$ cat config.mk
export PLATFORM = sky130hd
export DESIGN_NAME = calc_sequencer
export DESIGN_NICKNAME = d
export VERILOG_FILES = /design/src/rtl/calc_sequencer.sv
export SDC_FILE = /design/constraint.sdc
export NUM_CORES = 1
export LEC_CHECK = 0
export BUFFER_PORTS_ARGS = -buffer_cell sky130_fd_sc_hd__buf_2
export CORE_AREA = 2 2 113 115
export CTS_CLUSTER_SIZE = 40
export DETAILED_ROUTE_END_ITERATION = 8
export DIE_AREA = 0 0 115 117
export SETUP_SLACK_MARGIN = 0.02
export SYNTH_ARGS = -nofsm -noshare
export SYNTH_HDL_FRONTEND = slang
export SYNTH_SLANG_ARGS = --single-unit
$ cat constraint.sdc
create_clock -name clk -period 3.48 [get_ports clk]
set_input_delay 0.174 -clock clk [delete_from_list [all_inputs] [get_ports clk]]
set_output_delay 0.174 -clock clk [all_outputs]
set_load 0.005 [all_outputs]
$ cat src/rtl/calc_sequencer.sv
// calc_sequencer: runs a stored program on the calculator command port and reports one result register
module calc_sequencer #(
    parameter int DEPTH = 8
) (
    input  logic        clk,
    input  logic        rst_n,
    input  logic        prog_we,
    input  logic [2:0]  prog_addr,
    input  logic [10:0] prog_data,
    input  logic [3:0]  prog_len,
    input  logic [1:0]  res_addr,
    input  logic        start,
    output logic [1:0]  calc_rd_addr,
    output logic [3:0]  calc_immediate,
    output logic [1:0]  calc_we_addr,
    output logic [2:0]  calc_control,
    input  logic [3:0]  calc_rd_data,
    output logic        busy,
    output logic        done,
    output logic [3:0]  result
);
    localparam logic [10:0] NOP = {3'b001, 2'b00, 2'b00, 4'b0000};

    typedef enum logic [1:0] {IDLE, RUN, READ} state_t;

    state_t      state;
    logic [10:0] mem [DEPTH];
    logic [10:0] cmd;
    logic [2:0]  pc;
    logic [3:0]  len;
    logic [1:0]  res;
    logic [3:0]  len_in;
    logic [10:0] first;
    logic        accept;

    assign {calc_control, calc_we_addr, calc_rd_addr, calc_immediate} = cmd;
    assign len_in = (prog_len > 4'd8) ? 4'd8 : prog_len;
    // a write to slot 0 in the launching cycle must be seen by the first instruction
    assign first  = (state == IDLE && prog_we && prog_addr == 3'd0) ? prog_data : mem[0];
    // READ is the last busy cycle, so a start there launches back-to-back with done
    assign accept = start && (state == IDLE || state == READ);

    // sequencer FSM: program store, instruction issue and result capture
    always_ff @(posedge clk or negedge rst_n) begin
        if (!rst_n) begin
            state  <= IDLE;
            cmd    <= NOP;
            busy   <= 1'b0;
            done   <= 1'b0;
            result <= 4'd0;
            pc     <= 3'd0;
            len    <= 4'd0;
            res    <= 2'd0;
            for (int i = 0; i < DEPTH; i++) mem[i] <= NOP;
        end else begin
            done <= 1'b0;
            case (state)
                IDLE: if (prog_we) mem[prog_addr] <= prog_data;
                RUN: begin
                    if ({1'b0, pc} == len - 4'd1) begin
                        cmd   <= {3'b001, res, res, 4'b0000};
                        state <= READ;
                    end else begin
                        pc  <= pc + 3'd1;
                        cmd <= mem[pc + 3'd1];
                    end
                end
                READ: begin
                    result <= calc_rd_data;
                    done   <= 1'b1;
                    cmd    <= NOP;
                    busy   <= 1'b0;
                    state  <= IDLE;
                end
                default: state <= IDLE;
            endcase
            if (accept) begin
                len  <= len_in;
                res  <= res_addr;
                pc   <= 3'd0;
                busy <= 1'b1;
                if (len_in != 4'd0) begin
                    cmd   <= first;
                    state <= RUN;
                end else begin
                    cmd   <= {3'b001, res_addr, res_addr, 4'b0000};
                    state <= READ;
                end
            end
        end
    end
endmodule

==> run metrics <==
status=finished clean; CTS max path bufs=2; share of layout cells above drive strength 1=44.6%; Rows=41; Synth Register Bits=116; area of the core=about 12000 sq um; Tmin final=2.35 ns; area grow syn2layout=18.3%; Clock Latency Late Sink=0.41 ns; CTS buffer count=17; setup repair bufs after CTS=0; Net count, final=roughly 470; H-tree depth=4; CP bufs+invs=2; Overall Global Routing Usage=about a fifth; Mapped Nets=between 400 and 500; post-synth cell types=48; io pins=45; die area=13500 sq um; Sink Count=between 100 and 150; initial cell density of the core=44.9%; CP max stage cell=xnor3_1; number of fillers in the final layout=1065; leakage=2.96 nW; antenna violations before repair=0; TNS Setup=0 ns; yosys warns=0; via count of the first global-routing pass=about 3500; Period Utilization, post-route=67.6%; worst-path cell chain=inv_1 > ha_1 > xnor3_1 > inv_1 > o21ai_0 > o221a_2; Achievable Freq=0.425 GHz; number of vias per cell=5.73; footprint of the multi-input gates=2470 sq um; RSZ-0062 raised after global routing=false; diode count=0; final slew viol count=0; Overflow after GRT=0; first-pass GRT wire length=19.5 mm; CP most frequent cell=inv_1; Port Buffer Count=44; critical path class=register to register; Post-CTS Resized=0; CTS Root Cell=clkbuf_16; Setup Viol. Count Final=0; Register Area=2910 sq um; Worst slew margin=35.9%; DRT Pass-1 Iters=6; Placed Area=about 6000 sq um; Crit path required time=around 3.8 ns; syn avg cell area=14.0 sq um; Residual DRC=0; post-route cell area=6540 sq um; final worst clock skew=0.00817 ns; CTS clk-pin slew, worst paths=0.05 ns; synthesized area=5530 sq um; Final Hold Viols=0; WHS=0.0428 ns; Worst-Margin Slew=0.961 ns; crit path max fanout=15; total power per unit cell area=1090 nW/um^2; # hold bufs at CTS=5; total routed wirelength=12.3 mm; Die X=115 um; Critical Path AT=2.71 ns; Max Cap Viol=0; CTS tree=built; Post-DRT Antenna Nets=0; crit-path leading delay family=compound AO/OA/AOI/OAI gates; Place WS=1.19 ns; Final WS setup=1.13 ns; RD Place Congestion=about 0.81; Startpoint Class=register; CP endpoint kind=register; Iter 0 DRT Violations=177; Hold Path Class=input port to register; Die H=117 um; dpl hpwl=7.97 mm; peak per-stage delay on the critical path=0.70 ns; Seq/Total Area, Yosys=between 50% and 60%; Vias=3480; Avg WL per Cell=20.3 um; pin count of the biggest net entering global routing=75; cell count after synthesis=394; IR drop worst, VDD=0.440 mV
## cells in the final DEF (no fill, tap or decap), types with 2 or more instances in the layout
master and instances:
a221oi_1 4, o221ai_1 4, nor2_1 6, o22ai_1 5
nand2b_1 8, inv_1 6, clkinvlp_4 3, and2_1 2
mux4_2 18, nor3b_1 2, ha_1 2, nand2_1 25
a211oi_1 7, bufinv_16 4, mux2_2 88, clkbuf_8 3
a221o_1 7, clkbuf_16 17, dlygate4sd3_1 5, dfstp_2 9
clkinv_2 2, dfrtp_1 107, o21ai_0 7, or4_1 2
clkbuf_1 3, buf_2 43, o311ai_0 2, mux2_4 5
buf_4 7, mux2i_1 23, a21boi_0 5, xor2_1 4
nor2b_1 3
## where the power goes
part	leakage (nW)	switching, mW	internal, mW
clock	0.299	0.589	1.25
combinational	1.23	1.30	1.53
sequential	1.43	0.390	2.05
## stage by stage
stage | std cells | power, mW | utilization [%]
finish | 607 | 7.11 | 53.1
floorplan | 394 | 4.57 | -
detailed placement | 570 | 5.30 | 47.6
global placement | 570 | 5.23 | 47.6
global route | 607 | 7.55 | 53.1
CTS | 607 | 7.16 | 53.1
## layer usage
layer	GRT usage (%)	vias to the layer above	share of wire [%]
li1	-	1580	-
met1	25.8	1776	45
met2	30.7	96	46
met3	5.10	28	5.0
met4	11.3	0	3.9
met5	0	-	0
## synth_stat cells (all sizes together)
cell,n,area share [%]
a211oi,7,0.95
a21boi,5,0.68
a21oi,1,0.090
a221o,7,1.3
a221oi,4,0.63
a31oi,1,0.11
and2,2,0.23
and2b,1,0.14
and3,2,0.25
and4,2,0.34
buf,15,1.6
clkbuf,9,0.61
dfrtp,107,48
dfstp,9,4.3
ha,2,0.45
inv,6,0.41
mux2,93,19
mux2i,23,4.2
mux4,18,7.3
nand2,26,1.8
nand2b,8,0.91
nand3,1,0.090
nand4,1,0.11
nor2,6,0.41
nor2b,3,0.34
nor3,1,0.090
nor3b,2,0.27
nor4,1,0.11
nor4b,1,0.43
o21ai,7,0.63
o21bai,1,0.14
o221a,1,0.20
o221ai,4,0.63
o22ai,5,0.57
o311ai,2,0.32
o31ai,1,0.14
or2b,1,0.14
or3,1,0.11
or4,2,0.27
xnor3,1,0.41
xor2,4,0.63
## logic make-up (layout without fill, tap and decap cells)
group,count (synthesis),in the layout,share of synthesized area (%)
fa+ha+maj,2,2,0.453
xor+xnor,5,5,1.04
flops,116,116,52.7
buf+inv,30,93,2.62
mux,134,134,30.8
simple gates,61,61,6.04
compound gates,46,46,6.36
## path summary, 6_finish.rpt
path | from | to | slack, ns | cells after the start
min | prog_len[3] | len[3] | 0.04 | 3
max reg2reg | len[0] | cmd[8] | 1.13 | 6
max in group asynchronous | rst_n | mem[26] | 2.11 | 3
max | len[0] | cmd[8] | 1.13 | 6
min in group asynchronous | rst_n | result[2] | 0.44 | 2
min reg2reg | busy | busy | 0.49 | 2
## worst min-delay path: cells and delay by family
family,cells,cell delay [ns]
AND/OR/NAND/NOR,2,0.12
buffers and inverters,1,0.12
## final cells by class
cell class / instances / share of cell area (%)
clock buffer: 23 / 7.31
clock inverter: 9 / 2.33
tap: 150 / 2.87
timing repair buffer: 55 / 4.86
inverter: 6 / 0.344
multi-input combinational: 248 / 37.8
sequential: 116 / 44.5
## sequential cells by signal, indices dropped and copies added, names as in the netlist
name,flops
busy,1
result,4
res,2
state,2
done,1
pc,3
len,4
mem,88
cmd,11
Note: power is estimated with default switching activity, not from simulation.
